### src/rtl/uart_apb_ctrl_pkg.sv
// uart_apb_ctrl_pkg: FSM states, default uart_mini register offsets and FSTAT bit positions.
// The RXR state only exists when UART_APB_CTRL_RX_EN is defined.
package uart_apb_ctrl_pkg;
   localparam logic [15:0] DEF_ADDR_CSR    = 16'h0;
   localparam logic [15:0] DEF_ADDR_DIV    = 16'h4;
   localparam logic [15:0] DEF_ADDR_FSTAT  = 16'h8;
   localparam logic [15:0] DEF_ADDR_TX     = 16'hc;
   localparam logic [15:0] DEF_ADDR_RX     = 16'h10;
   localparam logic [31:0] DEF_CSR_ON      = 32'h1;
   localparam int          DEF_TXFULL_BIT  = 8;
   localparam int          DEF_RXEMPTY_BIT = 25;
   typedef enum logic [2:0] {
      IDLE, WDIV, WCSR, POLL, TXW, STOP
`ifdef UART_APB_CTRL_RX_EN
      , RXR
`endif
   } state_t;
endpackage

### src/rtl/uart_apb_ctrl_xfer.sv
// uart_apb_ctrl_xfer: single APB master transfer engine (SETUP one cycle, ACCESS until pready).
// Ports: clk/rst_n; req/addr/write/wdata request (sampled whenever the engine is free,
// including the completion cycle, so transfers run back to back); done/rdata/slverr
// completion; apbm_* APB master interface.
module uart_apb_ctrl_xfer (
   input  logic        clk,
   input  logic        rst_n,
   input  logic        req,
   input  logic [15:0] addr,
   input  logic        write,
   input  logic [31:0] wdata,
   output logic        done,
   output logic [31:0] rdata,
   output logic        slverr,
   output logic        apbm_psel,
   output logic        apbm_penable,
   output logic        apbm_pwrite,
   output logic [15:0] apbm_paddr,
   output logic [31:0] apbm_pwdata,
   input  logic [31:0] apbm_prdata,
   input  logic        apbm_pready,
   input  logic        apbm_pslverr
);
   assign done   = apbm_psel && apbm_penable && apbm_pready;
   assign rdata  = apbm_prdata;
   assign slverr = done && apbm_pslverr;
   always_ff @(posedge clk or negedge rst_n) begin
      if (!rst_n) begin
         apbm_psel    <= 1'b0;
         apbm_penable <= 1'b0;
         apbm_pwrite  <= 1'b0;
         apbm_paddr   <= 16'h0;
         apbm_pwdata  <= 32'h0;
      end else if (!apbm_psel || done) begin
         apbm_psel    <= req;
         apbm_penable <= 1'b0;
         if (req) begin
            apbm_paddr  <= addr;
            apbm_pwrite <= write;
            apbm_pwdata <= wdata;
         end
      end else begin
         apbm_penable <= 1'b1;
      end
   end
endmodule

### src/rtl/uart_apb_ctrl.sv
// uart_apb_ctrl: APB master that configures uart_mini and bridges its TX/RX FIFOs to byte streams.
// Ports: clk, rst_n; cfg_start/cfg_stop/cfg_div control; running/err status;
// tx_valid/tx_ready/tx_data TX stream in; rx_valid/rx_ready/rx_data RX stream out;
// apbm_* APB master. Define UART_APB_CTRL_RX_EN to enable the RX path; otherwise
// rx_valid/rx_data are tied low and received bytes stay in the UART FIFO.
module uart_apb_ctrl
   import uart_apb_ctrl_pkg::*;
#(
   parameter logic [15:0] ADDR_CSR    = DEF_ADDR_CSR,
   parameter logic [15:0] ADDR_DIV    = DEF_ADDR_DIV,
   parameter logic [15:0] ADDR_FSTAT  = DEF_ADDR_FSTAT,
   parameter logic [15:0] ADDR_TX     = DEF_ADDR_TX,
   parameter logic [15:0] ADDR_RX     = DEF_ADDR_RX,
   parameter logic [31:0] CSR_ON      = DEF_CSR_ON,
   parameter int          TXFULL_BIT  = DEF_TXFULL_BIT,
   parameter int          RXEMPTY_BIT = DEF_RXEMPTY_BIT
) (
   input  logic        clk,
   input  logic        rst_n,
   input  logic        cfg_start,
   input  logic        cfg_stop,
   input  logic [13:0] cfg_div,
   output logic        running,
   output logic        err,
   input  logic        tx_valid,
   output logic        tx_ready,
   input  logic [7:0]  tx_data,
   output logic        rx_valid,
   input  logic        rx_ready,
   output logic [7:0]  rx_data,
   output logic        apbm_psel,
   output logic        apbm_penable,
   output logic        apbm_pwrite,
   output logic [15:0] apbm_paddr,
   output logic [31:0] apbm_pwdata,
   input  logic [31:0] apbm_prdata,
   input  logic        apbm_pready,
   input  logic        apbm_pslverr
);
   state_t      st, st_nxt;
   logic        req, write, done, slverr, stop_pend, run_st, eff_stop, tx_ok;
   logic [15:0] addr;
   logic [31:0] wdata, rdata;
   logic        unused_bits;
`ifdef UART_APB_CTRL_RX_EN
   logic        rx_ok, prefer_rx;
`endif
   assign unused_bits = ^{rdata, rx_ready};
   assign tx_ready    = st == TXW && done;
   always_comb begin
      st_nxt   = st;
      run_st   = !(st inside {IDLE, WDIV, WCSR, STOP});
      eff_stop = stop_pend || (cfg_stop && run_st);
      tx_ok    = tx_valid && !rdata[TXFULL_BIT];
`ifdef UART_APB_CTRL_RX_EN
      rx_ok    = !rdata[RXEMPTY_BIT] && !rx_valid;
`endif
      case (st)
         IDLE: st_nxt = cfg_start ? WDIV : IDLE;
         WDIV: st_nxt = done ? WCSR : WDIV;
         WCSR: st_nxt = done ? POLL : WCSR;
`ifdef UART_APB_CTRL_RX_EN
         POLL: st_nxt = !done ? POLL : rx_ok && (prefer_rx || !tx_ok) ? RXR : tx_ok ? TXW : eff_stop ? STOP : POLL;
         RXR:  st_nxt = !done ? RXR : eff_stop ? STOP : POLL;
`else
         POLL: st_nxt = !done ? POLL : tx_ok ? TXW : eff_stop ? STOP : POLL;
`endif
         TXW:  st_nxt = !done ? TXW : eff_stop ? STOP : POLL;
         STOP: st_nxt = done ? IDLE : STOP;
         default: st_nxt = IDLE;
      endcase
      // Requests follow the next state so a new SETUP starts right after each completion;
      // the engine ignores req while a transfer is still in flight.
      req   = st_nxt != IDLE;
      write = st_nxt inside {WDIV, WCSR, TXW, STOP};
      addr  = st_nxt == WDIV ? ADDR_DIV : st_nxt inside {WCSR, STOP} ? ADDR_CSR : st_nxt == TXW ? ADDR_TX : ADDR_FSTAT;
`ifdef UART_APB_CTRL_RX_EN
      if (st_nxt == RXR) addr = ADDR_RX;
`endif
      wdata = st_nxt == WDIV ? {18'h0, cfg_div} : st_nxt == WCSR ? CSR_ON : st_nxt == TXW ? {24'h0, tx_data} : 32'h0;
   end
   always_ff @(posedge clk or negedge rst_n) begin
      if (!rst_n) begin
         st        <= IDLE;
         stop_pend <= 1'b0;
         running   <= 1'b0;
         err       <= 1'b0;
      end else begin
         st        <= st_nxt;
         stop_pend <= st == IDLE ? 1'b0 : stop_pend || (cfg_stop && run_st);
         running   <= st == WCSR && done ? 1'b1 : st == STOP && done ? 1'b0 : running;
         err       <= st == IDLE && cfg_start ? 1'b0 : err || slverr;
      end
   end
`ifdef UART_APB_CTRL_RX_EN
   always_ff @(posedge clk or negedge rst_n) begin
      if (!rst_n) begin
         rx_valid  <= 1'b0;
         rx_data   <= 8'h0;
         prefer_rx <= 1'b1;
      end else begin
         if (st == RXR && done) begin
            rx_valid <= 1'b1;
            rx_data  <= rdata[7:0];
         end else if (rx_ready) begin
            rx_valid <= 1'b0;
         end
         prefer_rx <= st == IDLE && cfg_start ? 1'b1 : st == POLL && st_nxt == TXW ? 1'b1 : st == POLL && st_nxt == RXR ? 1'b0 : prefer_rx;
      end
   end
`else
   assign rx_valid = 1'b0;
   assign rx_data  = 8'h0;
`endif
   uart_apb_ctrl_xfer u_xfer (
      .clk          (clk),
      .rst_n        (rst_n),
      .req          (req),
      .addr         (addr),
      .write        (write),
      .wdata        (wdata),
      .done         (done),
      .rdata        (rdata),
      .slverr       (slverr),
      .apbm_psel    (apbm_psel),
      .apbm_penable (apbm_penable),
      .apbm_pwrite  (apbm_pwrite),
      .apbm_paddr   (apbm_paddr),
      .apbm_pwdata  (apbm_pwdata),
      .apbm_prdata  (apbm_prdata),
      .apbm_pready  (apbm_pready),
      .apbm_pslverr (apbm_pslverr)
   );
endmodule

### config.mk
export PLATFORM = sky130hd
export DESIGN_NAME = uart_apb_ctrl
export DESIGN_NICKNAME = d
export VERILOG_FILES = /design/src/rtl/uart_apb_ctrl_pkg.sv /design/src/rtl/uart_apb_ctrl_xfer.sv /design/src/rtl/uart_apb_ctrl.sv
export SDC_FILE = /design/constraint.sdc
export NUM_CORES = 1
export LEC_CHECK = 0
export ABC_AREA = 1
export CAP_MARGIN = 40
export CORE_MARGIN = 2
export CORE_UTILIZATION = 55
export DETAILED_ROUTE_END_ITERATION = 10
export DONT_BUFFER_PORTS = 1
export PLACE_DENSITY = 0.82
export RECOVER_POWER = 100
export SLEW_MARGIN = 25
export SYNTH_ARGS = -nofsm -noshare
export SYNTH_HDL_FRONTEND = slang
export SYNTH_SLANG_ARGS = --single-unit
### constraint.sdc
create_clock -name clk -period 4.9 [get_ports clk]
set_input_delay 0.49 -clock clk [delete_from_list [all_inputs] [get_ports clk]]
set_output_delay 0.49 -clock clk [all_outputs]
set_load 0.01 [all_outputs]
; Word level (Yosys, flattened, before mapping)
; Cells that the tools add are included.
; Widths: inputs -> output; s select.
[classes]
n_eq_ne = 9
mux = 20
reduce_logical = 22
[op_table]
columns = cell, count
row1 = $mux 3, 6
row2 = $pmux 3 s6, 1
row3 = $mux 8, 2
row4 = $mux 14, 1
row5 = $eq 3x3->1 const B, 4
row6 = $eq 3x2->1 const B, 3
row7 = $logic_and 1x1->1, 9
row8 = $mux 4, 2
row9 = $reduce_bool 4->1, 2
row10 = $mux 1, 7
row11 = $eq 3x1->1 const B, 2
row12 = $reduce_bool 2->1, 2
row13 = $logic_not 1->1, 3
row14 = $logic_not 3->1, 1
row15 = $logic_or 1x1->1, 3
row16 = $reduce_bool 3->1, 1
row17 = $mux 2, 1
row18 = $reduce_and 2->1, 1
[totals]
regBits = 57
inputBits = 62
output_inout_bits = 63
word_cells = 60

; Depth between registers and ports, before layout
; Gate-level depths: netlist of run 1.
[depth]
word_depth = 13
ltp_mapped = 12
mapped_depth_nobuf = 12

; Hierarchy
; A second synthesis of run 1 with hierarchy kept.
[hier_totals]
hier_cells = 365
area_unflattened_um2 = 3031.7
[modules_own_cells]
columns = module, n_inst, cells_each, area_each_um2, seq_area_each_um2
row1 = uart_apb_ctrl_xfer, 1, 255, 2318.5, 1276.2
row2 = uart_apb_ctrl, 1, 110, 713.2, 150.1

; Worst setup path before layout of run 1
; OpenSTA, ideal clock, no wires.
[synth_timing]
path_type = input to register
from = input port apbm_pready
to = register u_xfer.apbm_pwdata[10]
setup_ns = 0.126
t_arrival_ns = 1.596
required_ns = 4.774
path_slack_ns = 3.178
stages = 9
n_path_buf = 1
cell_sequence = nand3_4 clkinv_2 a21oi_1 nand2_1 nor2_2 nand2_2 o21ai_4 buf_6 o21ai_0
[synth_via]
elab_chain_cells = 5
word_cells_on_any_way = 12
classes_between = eq/ne: 1 / mux: 7 / reduce/logical: 4
[synth_lines]
columns = element, line
row1 = from (decl), uart_apb_ctrl.sv:37  ; input logic apbm_pready,
row2 = $logic_and 1x1->1 (*), uart_apb_ctrl_xfer.sv:24  ; assign done = apbm_psel && apbm_penable && apbm_pready;
row3 = $mux 3 (tied with other cells), uart_apb_ctrl.sv:69  ; STOP: st_nxt = done ? IDLE : STOP;
row4 = $pmux 3 s6, uart_apb_ctrl.sv:58  ; case (st)
row5 = $eq 3x1->1 / $reduce_bool 3->1 (equally long branches), "uart_apb_ctrl.sv:80, uart_apb_ctrl.sv:74"
row6 = $mux 14 / $reduce_and 2->1 (equally long branches), n/a
row7 = to (signal assigned), uart_apb_ctrl_xfer.sv:40  ; apbm_pwdata <= wdata;
row8 = to (decl), uart_apb_ctrl_xfer.sv:19  ; output logic [31:0] apbm_pwdata,
; Every way passes the cells marked *; elsewhere a longest branch is shown, timed or not.
; A chain may end at the register's enable or synchronous reset.

; Worst setup path after layout of run 1
[layout_timing]
from = register u_xfer.apbm_psel
to = register u_xfer.apbm_pwdata[4]
[layout_via]
elab_chain_cells = 8
word_cells_on_any_way = 18
classes_between = eq/ne: 3 / mux: 9 / reduce/logical: 6
[layout_lines]
columns = element, line
row1 = from (decl), uart_apb_ctrl_xfer.sv:15  ; output logic apbm_psel,
row2 = from (signal assigned), uart_apb_ctrl_xfer.sv:35  ; apbm_psel <= req;
row3 = $logic_and 1x1->1 (2 in series), uart_apb_ctrl_xfer.sv:24
row4 = $mux 3 (tied with other cells), uart_apb_ctrl.sv:69
row5 = $pmux 3 s6, uart_apb_ctrl.sv:58
row6 = $eq 3x3->1, uart_apb_ctrl.sv:80  ; wdata = st_nxt == WDIV ? {18'h0, cfg_div} : st_nxt == WCSR ? CSR_ON : st_nxt == TXW ? {24'h0, tx_data} : 32'h0 ...
row7 = $mux 8 (2 in series), uart_apb_ctrl.sv:80
row8 = $mux 14, uart_apb_ctrl.sv:80
; Several ways; a longest one is shown, not always the timed one.

==> metrics, run 1 <==
M1 GR Usage 0.218; Clock Latency Late Sink 320 ps; area of the die 0.00337 mm^2; Mapped Cells 210; CTS tree built; CP Max Fanout 27; first-pass GRT wire length 4220 um; layout cells sized above 1 0.0758; WL final 2650 um; die width 58.1 um; drt drc 0; Final min period 2810 ps; Hold Path Class in -> reg; setup violators final 0; crit path kind reg -> reg; Util after Layout 0.536; GRT Total Usage 0.162; IO buf count 0; grt met3 use 0.0513; Die Span Y 58.1 um; outcome completed; Peak Freq 0.356 GHz; Area Overhead vs Synth -8.02%; slew margin rel. 0.132; RSZ-0062 raised after global routing false; GP Congestion 0.882; commonest non-fill, non-tap cells in the layout nand2_1, conb_1, dfrtp_1; Power Dens Cells 672 mW/mm^2; Max stage delay on crit path 520 ps; largest net degree at the start of global routing 28; post-detail-place hpwl 2010 um; met2 Use GR 0.261; Post-Syn Area 0.00161 mm^2; IO Count 125; synth unique cells 25; setup TNS 0 ps; H-tree depth 1; leakage 0.837 nW; drt pass-1 iters 4; Worst IR Drop VDD 460 uV; Seq/Total Area, Yosys 0.389; vias per cell 4.68; CTS Buf Count 3; starting DRC count in detailed routing 50; Seq cells post-synth 25; Yosys Warn Count 0; antenna violations before repair 0; Slowest-stage cell, CP o21ai_4; via count 1133; most common cell after layout, fill and taps aside nand2_1; fin. max-slew vios 0; max_cap viols 0; grt total ovfl 0; Worst setup EP type flop; crit-path leading delay family simple AND/OR/NAND/NOR gates; CTS Sinks 25; worst path required time 5130 ps; vias in the first global route 919; CTS Root Cell clkbuf_4; GRT busiest layer met2; CP arrival 3040 ps; CTS resizes 0; Starting Density 0.583; Fin. Hold Viols 0; core box area 0.00276 mm^2; CP Launch Type flop; syn avg cell area 7.66 um^2; maximum clock path buffer count 2; num rows 19; Routed WL per cell 11.0 um; worst clock skew 12.9 ps; Fillers 284; CP bufs+invs 1; ANT nets after route 0; CP dominant cell by count nand2_1; ratio of final minimum period to clock period 0.573; ant diodes 0; nets 274; worst slew pin tran 1300 ps; Clock transition at path regs 140 ps; CP cell instances nand3_1 > nand2_1 > nand2_1 > nor2_1 > nand2_2 > o21ai_4 > inv_1 > nand2_1 > nand2_1
[state kept, by name, summed over array words and instances, names as in the netlist]
name / count
err: 1
u_xfer.apbm_penable: 1
u_xfer.apbm_paddr: 2
u_xfer.apbm_pwdata: 14
running: 1
u_xfer.apbm_pwrite: 1
stop_pend: 1
st: 3
u_xfer.apbm_psel: 1
[worst reg2reg max path, stage by stage (launching register included)]
cell     delay [ps]
dfrtp_1         450
nand3_1         260
nand2_1         140
nand2_1         370
nor2_1          380
nand2_2         110
o21ai_4         520
inv_1           310
nand2_1         130
nand2_1          50
[synthesized netlist by cell type]
master    instances  area (um^2)
o21ai_0           7         35.0
o21ai_1           3         15.0
conb_1            1         3.75
buf_6             2         22.5
o21ai_2           2         17.5
o21ai_4           1         16.3
buf_2             1         5.00
clkbuf_1          1         3.75
inv_1            12         45.0
nand4_1           1         6.26
nand2_1          73          274
a21oi_1           3         15.0
nand2_2           5         31.3
dfrtp_1          25          626
inv_2             2         7.51
nand3_1          15         75.1
nor2_4            1         11.3
a22oi_1           1         7.51
clkinv_2          1         5.00
nor3_1            1         5.00
nor2_1            6         22.5
buf_4            41          308
nand3_2           2         20.0
nand3_4           1         17.5
nor2_2            2         12.5
[path summary, 6_finish.rpt]
check,start,cells past startpoint,end,slack [ps]
max,u_xfer.apbm_psel,9,u_xfer.apbm_pwdata[4],2090
min,cfg_div[12],2,u_xfer.apbm_pwdata[12],300
max reg2reg,u_xfer.apbm_psel,9,u_xfer.apbm_pwdata[4],2090
min reg2reg,u_xfer.apbm_pwdata[7],2,u_xfer.apbm_pwdata[7],570
max in group asynchronous,rst_n,2,u_xfer.apbm_pwdata[8],3170
min in group asynchronous,rst_n,2,u_xfer.apbm_pwdata[6],960
[routing by layer]
layer	wire length, um	part of all wire	vias to the layer above
met3	258	0.097	2
met1	1060	0.40	506
met4	13	0.0049	0
li1	-	-	571
met5	0	0	-
met2	1320	0.50	54
[area by class of cell]
| cell class | count | area (um^2) | area share |
|---|---|---|---|
| multi-input combinational | 165 | 713 | 0.482 |
| sequential | 25 | 626 | 0.423 |
| timing repair buffer | 2 | 13.8 | 0.00931 |
| tap | 31 | 38.8 | 0.0262 |
| inverter | 15 | 57.6 | 0.0389 |
| clock inverter | 1 | 7.51 | 0.00508 |
| clock buffer | 3 | 22.5 | 0.0152 |
[through the flow]
step                      power (mW)  area, um^2  worst slack, ps  instances  hold slack, ps
final                          0.994        1480             2090        242             302
after global routing            1.11        1480             1740        242             299
after CTS                       1.03        1520             2550        242             276
after detailed placement       0.928        1460             2560        236             195
after global placement         0.914        1460             2580        236             195
after floorplan                0.880        1760             3180        250             194
[repair_timing]
action,4_1_cts,5_1_grt
hold endpoints to repair,25,0
hold buffers,2,0
setup buffers,0,0
setup endpoints to repair,0,0
[cells by family (layout without fill, tap and decap cells)]
kind of cell    after synthesis  in the layout  synth area share
buf+inv                      60             21             0.247
simple gates                107            107             0.296
other cells                   1             41           0.00233
flops                        25             25             0.389
compound gates               17             17            0.0661
[where the power goes]
group / internal, mW / leakage, nW / switching, mW
logic: 0.149 / 0.508 / 0.372
registers: 0.292 / 0.316 / 0.0878
clock network: 0.0312 / 0.0139 / 0.0613
total: 0.473 / 0.837 / 0.521
(Power assumes the default switching activity.)
==> run 2: changes to the inputs <==
Clock period 4.9 ns to 2.8 ns, I/O delays scaled along.
==> run 2 against run 1 <==
Net effect: core utilization increased by 0.14 points; clock power increased by 68%; largest cell class unchanged; highest routed layer unchanged; largest power group unchanged; non-clock buffer count increased by 1.
==> metrics, run 2 (synthesis results as in run 1) <==
met2 Use GR 0.258 (-0.00325); most common cell after layout, fill and taps aside nand2_1; Fillers 291 (+2.5%); area of the die 0.00337 mm^2 (unchanged); via count 1113 (-1.8%); first-pass GRT wire length 4170 um (-1.3%); Peak Freq 0.427 GHz (+20%); worst clock skew 1.44 ps (-11.4 ps); vias in the first global route 908 (-1.2%); Hold Path Class in -> reg; Top Registers u_xfer.apbm_pwdata (14), st (3), u_xfer.apbm_paddr (2); Starting Density 0.583 (unchanged); grt met3 use 0.0446 (-0.00670); largest reg by FF count u_xfer.apbm_pwdata; IO buf count 0 (unchanged); Worst IR Drop VDD 818 uV (+78%); Clock Latency Late Sink 310 ps (about the same); drt pass-1 iters 4 (unchanged); DP Worst Slack 606 ps (-1950 ps); CP Launch Type flop; M1 GR Usage 0.207 (-0.0109); drt drc 0 (unchanged); Worst setup EP type flop; number of post-CTS setup repair buffers 0 (unchanged); Die Span Y 58.1 um (unchanged); max reg flops 14 (unchanged); num rows 19 (unchanged); reg2reg setup slack 460 ps (-1640 ps); fin. max-slew vios 0 (unchanged); die width 58.1 um (unchanged); crit path kind reg -> reg; Util after Layout 0.538 (+0.00136); total chip power 1.74 mW (+75%); worst slew pin tran 1290 ps (-12.0 ps); core box area 0.00276 mm^2 (unchanged); CP Max Fanout 17 (-37%); H-tree depth 1 (unchanged); maximum clock path buffer count 2 (unchanged); RSZ-0062 raised after global routing false; largest net degree at the start of global routing 26 (-7.1%); final worst slack 456 ps (-1640 ps); GRT busiest layer met2; slew margin rel. 0.140 (+0.00799); CTS Root Cell clkbuf_4; setup TNS 0 ps (unchanged); layout cells sized above 1 0.0755 (-0.000358); CTS tree built; Final min period 2340 ps (-461 ps); commonest non-fill, non-tap cells in the layout nand2_1, conb_1, dfrtp_1; worst hold slack 111 ps (-191 ps); max_cap viols 0 (unchanged); vias per cell 4.58 (-2.2%); Area Overhead vs Synth -7.78%; Routed WL per cell 10.9 um (-0.19%); grt total ovfl 0 (unchanged); Clock transition at path regs 130 ps (about the same); leakage 0.848 nW (+1.3%); GP Congestion 0.873 (-1.1%); post-detail-place hpwl 2020 um (+0.38%); GRT Total Usage 0.161 (-0.00164); CTS Sinks 25 (unchanged); nets 275 (+0.36%); CP arrival 2560 ps (-480 ps); ratio of final minimum period to clock period 0.837 (+0.265); IO Count 125 (unchanged); CTS Buf Count 3 (unchanged); ant diodes 0 (unchanged); Fin. Hold Viols 0 (unchanged); starting DRC count in detailed routing 34 (-32%); worst path required time 3010 ps (-2120 ps); WL final 2660 um (+0.23%); Power Dens Cells 1180 mW/mm^2 (+75%); ANT nets after route 0 (unchanged); antenna violations before repair 0 (unchanged); outcome completed; setup violators final 0 (unchanged)
run 2: layout make-up:
cell class / count / area (um^2) / area share
clock buffer: 4 / 26.3 / 0.0177
tap: 31 / 38.8 / 0.0262
timing repair buffer: 3 / 21.3 / 0.0143
sequential: 25 / 626 / 0.422
multi-input combinational: 165 / 713 / 0.481
inverter: 15 / 57.6 / 0.0388
run 2: final timing paths:
check | startpoint | end | cells after the start
min in group asynchronous | rst_n | u_xfer.apbm_pwdata[7] | 2
worst max register to register | u_xfer.apbm_psel | u_xfer.apbm_pwdata[1] | 9
max in group asynchronous | rst_n | stop_pend | 2
worst max-delay path | u_xfer.apbm_psel | u_xfer.apbm_pwdata[1] | 9
worst min-delay path | cfg_div[12] | u_xfer.apbm_pwdata[12] | 2
worst min register to register | u_xfer.apbm_pwdata[4] | u_xfer.apbm_pwdata[4] | 2
run 2: layer usage:
layer / part of all wire / vias up
li1: - / 575
met1: 0.42 / 487
met2: 0.48 / 49
met3: 0.099 / 2
met4: 0.0049 / 0
met5: 0 / -
run 2: repair_timing:
action | CTS | global route
hold buffers | 1 | 1
setup endpoints to repair | 0 | 0
gates resized for setup | 0 | 0
hold endpoints to repair | 25 | 25
run 2: metrics by stage:
step                area [um^2]  instances
floorplan                  1760        250
global placement           1470        237
detailed placement         1470        237
CTS                        1500        242
global route               1480        243
finish                     1480        243
run 2: critical path: stages, from the launching register on:
cell     delay, ps
dfrtp_1        450
nand3_1        270
nand2_1        170
nand2_2        230
nor2_2         250
nand2_1        110
o21ai_4        360
inv_1          240
nand2_1        120
nand2_1         50
run 2: power by group:
part	leakage (nW)	switching (mW)	internal, mW
logic	0.518	0.649	0.276
registers	0.316	0.151	0.512
clock network	0.0150	0.0994	0.0556
